[config.mk]
export PLATFORM = sky130hd
export DESIGN_NAME = hazard_scoreboard
export DESIGN_NICKNAME = d
export VERILOG_FILES = /design/src/rtl/hazard_scoreboard.sv
export SDC_FILE = /design/constraint.sdc
export NUM_CORES = 1
export LEC_CHECK = 0
export ABC_CLOCK_PERIOD_IN_PS = 2700
export BUFFER_PORTS_ARGS = -buffer_cell sky130_fd_sc_hd__buf_2
export CELL_PAD_IN_SITES_DETAIL_PLACEMENT = 1
export CELL_PAD_IN_SITES_GLOBAL_PLACEMENT = 1
export CORE_UTILIZATION = 37
export DETAILED_ROUTE_END_ITERATION = 7
export GPL_TIMING_DRIVEN = 1
export HOLD_SLACK_MARGIN = 0.06
export PLACE_DENSITY = 0.82
export SYNTH_ARGS = -nofsm -noshare
export SYNTH_HDL_FRONTEND = slang
export SYNTH_SLANG_ARGS = --single-unit
[constraint.sdc]
create_clock -name clk -period 2.7 [get_ports clk]
set_clock_uncertainty 0.05 [all_clocks]
set_input_delay 0.135 -clock clk [delete_from_list [all_inputs] [get_ports clk]]
set_output_delay 0.135 -clock clk [all_outputs]
set_load 0.03 [all_outputs]
[src/rtl/hazard_scoreboard.sv]
// Stall-based hazard detection for a 5-stage MIPS-like pipeline: tracks pending
// register writes in E/M/W and stalls the D-stage instruction when forwarding cannot help.
module hazard_scoreboard (
  input  logic        clk,
  input  logic        reset,
  input  logic [31:0] ir_d,
  output logic        stall,
  output logic        en_pc,
  output logic        en_d,
  output logic        clr_e,
  output logic [15:0] stall_cnt
);

  localparam logic [5:0] OP_RTYPE = 6'b000000;
  localparam logic [5:0] OP_ORI   = 6'b001101;
  localparam logic [5:0] OP_LUI   = 6'b001111;
  localparam logic [5:0] OP_LW    = 6'b100011;
  localparam logic [5:0] OP_SW    = 6'b101011;
  localparam logic [5:0] OP_BEQ   = 6'b000100;
  localparam logic [5:0] OP_J     = 6'b000010;
  localparam logic [5:0] OP_JAL   = 6'b000011;
  localparam logic [5:0] FN_ADDU  = 6'b100001;
  localparam logic [5:0] FN_SUBU  = 6'b100011;
  localparam logic [5:0] FN_JR    = 6'b001000;

  logic [5:0] op;
  logic [5:0] func;
  logic [4:0] rs;
  logic [4:0] rt;
  logic [4:0] rd;
  logic       unused_shamt;

  assign op           = ir_d[31:26];
  assign func         = ir_d[5:0];
  assign rs           = ir_d[25:21];
  assign rt           = ir_d[20:16];
  assign rd           = ir_d[15:11];
  assign unused_shamt = ^ir_d[10:6];

  logic       rs_read;
  logic       rt_read;
  logic [1:0] tuse_rs;
  logic [1:0] tuse_rt;
  logic       has_dst;
  logic [4:0] dst_next;
  logic [1:0] tnew_next;

  // Unrecognised encodings fall through the defaults and behave as a nop.
  always_comb begin
    rs_read   = 1'b0;
    rt_read   = 1'b0;
    tuse_rs   = 2'd0;
    tuse_rt   = 2'd0;
    has_dst   = 1'b0;
    dst_next  = 5'd0;
    tnew_next = 2'd0;
    case (op)
      OP_RTYPE: begin
        if (func == FN_ADDU || func == FN_SUBU) begin
          rs_read   = 1'b1;
          rt_read   = 1'b1;
          tuse_rs   = 2'd1;
          tuse_rt   = 2'd1;
          has_dst   = 1'b1;
          dst_next  = rd;
          tnew_next = 2'd1;
        end else if (func == FN_JR) begin
          rs_read = 1'b1;
          tuse_rs = 2'd0;
        end
      end
      OP_ORI: begin
        rs_read   = 1'b1;
        tuse_rs   = 2'd1;
        has_dst   = 1'b1;
        dst_next  = rt;
        tnew_next = 2'd1;
      end
      OP_LUI: begin
        has_dst   = 1'b1;
        dst_next  = rt;
        tnew_next = 2'd1;
      end
      OP_LW: begin
        rs_read   = 1'b1;
        tuse_rs   = 2'd1;
        has_dst   = 1'b1;
        dst_next  = rt;
        tnew_next = 2'd2;
      end
      OP_SW: begin
        rs_read = 1'b1;
        rt_read = 1'b1;
        tuse_rs = 2'd1;
        tuse_rt = 2'd2;
      end
      OP_BEQ: begin
        rs_read = 1'b1;
        rt_read = 1'b1;
        tuse_rs = 2'd0;
        tuse_rt = 2'd0;
      end
      OP_JAL: begin
        has_dst   = 1'b1;
        dst_next  = 5'd31;
        tnew_next = 2'd0;
      end
      OP_J:    ;
      default: ;
    endcase
  end

  // Slot index 0 = E, 1 = M, 2 = W.
  logic [2:0] slot_valid_reg;
  logic [4:0] slot_dst_reg  [3];
  logic [1:0] slot_tnew_reg [3];
  logic [2:0] rs_hit;
  logic [2:0] rt_hit;
  logic [15:0] stall_cnt_reg;

  for (genvar gi = 0; gi < 3; gi++) begin : g_hazard
    assign rs_hit[gi] = slot_valid_reg[gi] && rs_read && (rs != 5'd0) &&
                        (slot_dst_reg[gi] == rs) && (slot_tnew_reg[gi] > tuse_rs);
    assign rt_hit[gi] = slot_valid_reg[gi] && rt_read && (rt != 5'd0) &&
                        (slot_dst_reg[gi] == rt) && (slot_tnew_reg[gi] > tuse_rt);
  end

  assign stall     = (|rs_hit) || (|rt_hit);
  assign en_pc     = ~stall;
  assign en_d      = ~stall;
  assign clr_e     = stall;
  assign stall_cnt = stall_cnt_reg;

  always_ff @(posedge clk or negedge reset) begin
    if (!reset) begin
      slot_valid_reg <= 3'b000;
      for (int i = 0; i < 3; i++) begin
        slot_dst_reg[i]  <= 5'd0;
        slot_tnew_reg[i] <= 2'd0;
      end
      stall_cnt_reg <= 16'd0;
    end else begin
      // A stalled D instruction enters E as a bubble; writes to $0 are never tracked.
      slot_valid_reg[0] <= !stall && has_dst && (dst_next != 5'd0);
      slot_dst_reg[0]   <= stall ? 5'd0 : dst_next;
      slot_tnew_reg[0]  <= stall ? 2'd0 : tnew_next;
      for (int i = 1; i < 3; i++) begin
        slot_valid_reg[i] <= slot_valid_reg[i-1];
        slot_dst_reg[i]   <= slot_dst_reg[i-1];
        slot_tnew_reg[i]  <= (slot_tnew_reg[i-1] == 2'd0) ? 2'd0 : slot_tnew_reg[i-1] - 2'd1;
      end
      if (stall && (stall_cnt_reg != 16'hFFFF))
        stall_cnt_reg <= stall_cnt_reg + 16'd1;
    end
  end

endmodule
* Word level (Yosys, flattened, before mapping) *
Cells that the tools add are included.

storage, ports and cells
  register bits after elaboration = 40
  logic and storage cells = 94

cells by class
  add/subtract/negate cells = 3
  muxes and demuxes = 16
  reductions and logical operators = 44
  equality and inequality tests = 16
  magnitude comparators = 6
  bitwise logic cells = 1

operator list
  kind                     number
  $eq A5 B5 Y1             6
  $logic_and A1 B1 Y1      27
  $eq A6 B6 Y1 const B     4
  $eq A6 B4 Y1 const B     3
  $add A16 B1 Y16 const B  1
  $ne A16 B16 Y1 const B   1
  $pmux W5 S3              1
  $reduce_bool A5 Y1       3
  $gt A2 B2 Y1             6
  $reduce_or A3 Y1         4
  $mux W5                  2
  $pmux W1 S2              4
  $reduce_or A4 Y1         2
  $eq A6 B2 Y1 const B     1
  $eq A6 B3 Y1 const B     1
  $logic_not A6 Y1         1
  $mux W2                  3
  $pmux W2 S3              1
  $logic_not A2 Y1         2
  $mux W1                  4
  $pmux W2 S2              1
  $reduce_or A2 Y1         2
  $sub A2 B1 Y2 const B    2
  $logic_or A1 B1 Y1       2
  other kinds (2)          2

* Logic depth before layout (Yosys ltp) *
  depth after elaboration = 13
  depth in mapped cells = 13
  gate-level depth less buffers = 11

* Worst setup path before layout *
No wires, ideal clock.

  kind = input port to output port
  from = input port ir_d[29]
  to = output port en_pc
  data required time = 2.515 ns
  stages on the path = 13
  arrival time = 2.727 ns
  setup slack = -0.212 ns
  path buffers = 3
  path through = buf_2 -> nor4_2 -> nand4_1 -> clkinv_1 -> ha_1 -> a21oi_1 -> nand4_1 -> nor4_1 -> nor3_1 -> o22ai_4 -> buf_2 -> inv_1 -> buf_4

between the ends
  word-level cells in the longest chain between the ends = 10
  elaborated cells between the ends (all ways) = 46
  classes of those cells = 6 x order compare; 4 x eq/ne; 4 x mux; 1 x bitwise; 31 x reduce/logical

ends and longest elaborated chain
  item                                                  RTL line  RTL
  from (decl)                                           6         input logic [31:0] ir_d,
  branches (longest 8 deep; another with $gt A2 B2 Y1)  -
  $logic_or A1 B1 Y1 (*)                                128       assign stall = (|rs_hit) || (|rt_hit);
  named net clr_e                                       10        output logic clr_e,
  $not A1 Y1 (*)                                        -
  to (decl)                                             8         output logic en_pc,

Mark *: on every way through the listed nets, which the timed path passes.

* Worst setup path in the final report *
  from = register slot_dst_reg[3] (netlist name)
  to = output port en_d

between the ends
  word-level cells in the longest chain between the ends = 6
  elaborated cells between the ends (all ways) = 10
  classes of those cells = 2 x eq/ne; 1 x bitwise; 7 x reduce/logical

ends and longest elaborated chain
  item                                    RTL line  RTL
  from (decl)                             115       logic [4:0] slot_dst_reg [3];
  from (signal, indexed assignment)       149       slot_dst_reg[i] <= slot_dst_reg[i-1];
  $eq A5 B5 Y1 (on tied branches)         123, 125
  $logic_and A1 B1 Y1 (on tied branches)  122, 124
  $logic_and A1 B1 Y1 (on tied branches)  123, 125
  $reduce_or A3 Y1                        128
  $logic_or A1 B1 Y1 (*)                  128
  $not A1 Y1 (*)                          130       assign en_d = ~stall;
  to (decl)                               9         output logic en_d,

Every way passes the cells marked *; elsewhere a longest branch is shown, timed or not.

==> qor_table.md <==
| Item | This run | Unit |
|---|---|---|
| Run status | finished clean | - |
| Detailed router's first-iteration violation count | 101 | - |
| Total global routing track utilization | 0.199 | - |
| Post-route DRC | 0 | - |
| Via density per instance | 5.36 | - |
| Most instantiated flip-flop cell in the synthesis netlist | sky130_fd_sc_hd__dfrtp_1 | - |
| Yosys reg bits | 40 | - |
| Net count of the finished layout | 332 | - |
| Top cells by area in the synthesized netlist | sky130_fd_sc_hd__dfrtp_1 (44%), sky130_fd_sc_hd__xor2_1 (8.9%), sky130_fd_sc_hd__xnor2_1 (8.1%), sky130_fd_sc_hd__ha_1 (3.9%), sky130_fd_sc_hd__nand2_1 (3.5%) | - |
| Post-layout total power | 1.12 | mW |
| Clock sink count | 40 | - |
| Leak | 1.32 | nW |
| PD cells | 394 | mW/mm² |
| Most common library cell in the layout ignoring fill and taps | sky130_fd_sc_hd__buf_2 | - |
| Worst Hold Class | input pin to flip-flop | - |
| Mean cell area of the mapped netlist | 10.0 | µm² |
| Number of hold-slack violations in the final timing report | 0 | - |
| Initial antenna violation count | 0 | - |
| Number of distinct standard cells referenced by the synthesized netlist | 40 | - |
| Antenna fix cells | 0 | - |
| CTS tree | done | - |
| Count of antenna-violating nets left after detailed routing | 0 | - |
| Worst endpoint data arrival time | 2.35 | ns |
| Delay of the slowest cell on the worst path | 0.41 | ns |
| Min Tclk post-route | 2.53 | ns |
| Dpl cells | 353 | - |
| Area used by multi-input combinational logic | 0.00122 | mm² |
| Root Driver | sky130_fd_sc_hd__clkbuf_8 | - |
| Period Utilization, post-route | 0.939 | - |
| Hold Slack | 0.0662 | ns |
| First-pass DRT Iterations | 4 | - |
| Final setup violation count | 0 | - |
| IO Pins | 54 | - |
| Area used by sequential logic in the layout | 0.00100 | mm² |
| Quantity of I/O buffers inserted on ports | 48 | - |
| Worst-path cell chain | xor2_1 -> nor4_1 -> o2111ai_1 -> a211oi_2 -> nor3_2 -> o22ai_4 -> buf_6 -> clkinvlp_4 -> buf_2 | - |
| Post-synthesis instance area | 0.00226 | mm² |
| Layout overhead on the synthesized area | 25.4 | % |
| Overflow after GRT | 0 | - |
| Via count of the routed design | 1962 | - |
| Source-to-sink clock delay at the later pin of the worst-skew pair | 0.30 | ns |
| Highest-count cells in the layout ignoring fill and taps | sky130_fd_sc_hd__buf_2 (48), sky130_fd_sc_hd__dfrtp_1 (40), sky130_fd_sc_hd__xor2_1 (23), sky130_fd_sc_hd__xnor2_1 (21), sky130_fd_sc_hd__nand2_1 (21) | - |
| Number of enable-type register cells in the synthesized netlist | 0 | - |
| Async set or reset register ratio after synthesis | 1.00 | - |
| Die H | 80.2 | µm |
| Startpoint class of the critical path | flip-flop | - |
| F_max | 395 | MHz |
| Maximum clock insertion buffer count | 2 | - |
| Max-slew violation total from the final report | 0 | - |
| Worst Max-Slew Pin Slew | 0.891 | ns |
| Max-capacitance violation count | 0 | - |
| Placed wire-length estimate | 4.57 | mm |
| Final weighted congestion in routability-driven placement | 0.839 | - |
| Clock buffer count from CTS | 5 | - |
| Buffering stage count on the worst path with inverters included | 3 | - |
| Starting Density | 0.382 | - |
| Clock transition time at the flip-flop clock pins of the worst setup and hold paths | 0.08 | ns |
| Crit-path leading delay family | compound AO/OA/AOI/OAI gates | - |
| Sequential area share after synthesis | 0.443 | - |
| Area fraction of the dominant cell type after synthesis | 0.443 | - |
| Req. time, crit path | 2.52 | ns |
| Num rows | 28 | - |
| VDD IR max | 0.164 | mV |
| Wire length of the first global-routing pass | 9.65 | mm |
| WL final | 5.99 | mm |
| Fraction of final layout cells with drive strength greater than 1 | 0.289 | - |
| Floorplan core area | 0.00592 | mm² |
| Worst-path cell with the longest stage delay | sky130_fd_sc_hd__dfrtp_1 | - |
| Largest fanout on the critical path | 4 | - |
| Number of nets produced by synthesis | 266 | - |
| Flip-flop count of the largest register after layout | 16 | - |
| Largest net degree at the start of global routing | 41 | - |
| Via count of the first global-routing pass | 2060 | - |
| Area of the die | 0.00642 | mm² |
| Deepest level of the CTS H-tree | 2 | - |
| Post-synthesis cell type with the largest combined area | sky130_fd_sc_hd__dfrtp_1 | - |
| Number of instances in the synthesized netlist | 225 | - |
| Critical path start-end classification | flip-flop to output port | - |
| Average wire per cell in the routed design | 16.4 | µm |
| Synth Warn # | 0 | - |
| Worst Setup End Kind | output port | - |
| Die outline width | 80.2 | µm |
| Relative slew slack | 0.406 | - |
| Fillers | 685 | - |
| Number of cells in the finished layout apart from fillers | 366 | - |
==> power breakdown <==
group          internal, mW  switching, mW  total, mW  leakage, nW
Clock                 0.175          0.210      0.385       0.0400
Sequential            0.606        0.00777      0.614        0.556
Combinational        0.0482         0.0685      0.117        0.722
Total                 0.829          0.286       1.12         1.32
==> cells in the mapped netlist (all sizes together) (2+ instances only) <==
| cell type | count |
|---|---|
| ha | 7 |
| inv | 9 |
| nor2 | 9 |
| and3 | 4 |
| buf | 5 |
| nor4 | 7 |
| nand4 | 8 |
| or4 | 3 |
| a21oi | 6 |
| o21ai | 5 |
| dfrtp | 40 |
| xor2 | 23 |
| nand3 | 13 |
| o2111ai | 4 |
| a31oi | 7 |
| o22ai | 3 |
| mux2 | 2 |
| and3b | 2 |
| nor2b | 6 |
| xnor2 | 21 |
| nor3 | 6 |
| a32oi | 2 |
| and2 | 2 |
| nand2 | 22 |
==> kinds of logic after synthesis <==
family / after synthesis / synth area share
multiplexers: 3 / 0.0161
buffers and inverters: 16 / 0.0343
AO/OA/AOI/OAI: 29 / 0.0908
adder cells (fa/ha/maj): 7 / 0.0388
AND/OR/NAND/NOR: 86 / 0.207
XOR/XNOR: 44 / 0.171
flip-flops: 40 / 0.443
==> worst register-to-register path, delay by kind of cell, from the launching register on <==
family	cells	cell delay [ns]
AOI/OAI and AO/OA	3	0.67
DFF	1	0.41
and+or+nand+nor	3	0.49
xor gates and xnor gates	1	0.15
muxes	1	0.30
buffers and inverters	2	0.28
==> worst paths after layout <==
| path | cells after the start | to | from | slack [ns] |
|---|---|---|---|---|
| worst max-delay path | 9 | en_d | slot_dst_reg[3]$_DFF_PN0_ | 0.17 |
| worst min-delay path | 3 | slot_dst_reg[10]$_DFF_PN0_ | ir_d[11] | 0.07 |
| worst max register to register | 10 | stall_cnt[1]$_DFFE_PN0P_ | slot_dst_reg[3]$_DFF_PN0_ | 0.23 |
| worst min register to register | 0 | slot_valid_reg[1]$_DFF_PN0_ | slot_valid_reg[0]$_DFF_PN0_ | 0.37 |
| max in group asynchronous | 2 | slot_dst_reg[11]$_DFF_PN0_ | reset | 1.58 |
| min in group asynchronous | 2 | stall_cnt[14]$_DFFE_PN0P_ | reset | 0.45 |
==> layout make-up <==
cell class	instances	share of cell area
Clock buffer	5	0.0243
Tap cell	75	0.0331
Inverter	10	0.0150
Timing Repair Buffer	65	0.138
Multi-Input combinational cell	169	0.432
Clock inverter	2	0.00442
Sequential cell	40	0.353
==> per-stage QoR <==
step	utilization	area [µm²]	setup WS, ns	setup TNS, ns
after floorplan	-	2280	0.0221	0
after global placement	0.448	2650	-0.100	-0.533
after detailed placement	0.448	2650	-0.156	-1.46
after CTS	0.471	2790	0.0485	0
after global routing	0.479	2830	-0.0126	-0.0249
final	0.479	2830	0.166	0
==> timing repair <==
item / CTS / global route
resized for setup: 2 / 6
endpoints found under the hold margin: 42 / 0
hold buffers: 3 / 0
buffers inserted: 2 / 1
pin swaps: 2 / 6
gates cloned: 0 / 0
endpoints found under the setup margin: 4 / 10
==> routing by layer <==
layer / wire length (µm) / GRT usage / vias to the layer above
met1: 2580 / 0.249 / 976
li1: - / - / 930
met2: 3120 / 0.339 / 49
met4: 87 / 0.0679 / 0
met3: 201 / 0.0386 / 7
met5: 0 / 0 / -
No activity file was read; power rests on OpenSTA's default activity.
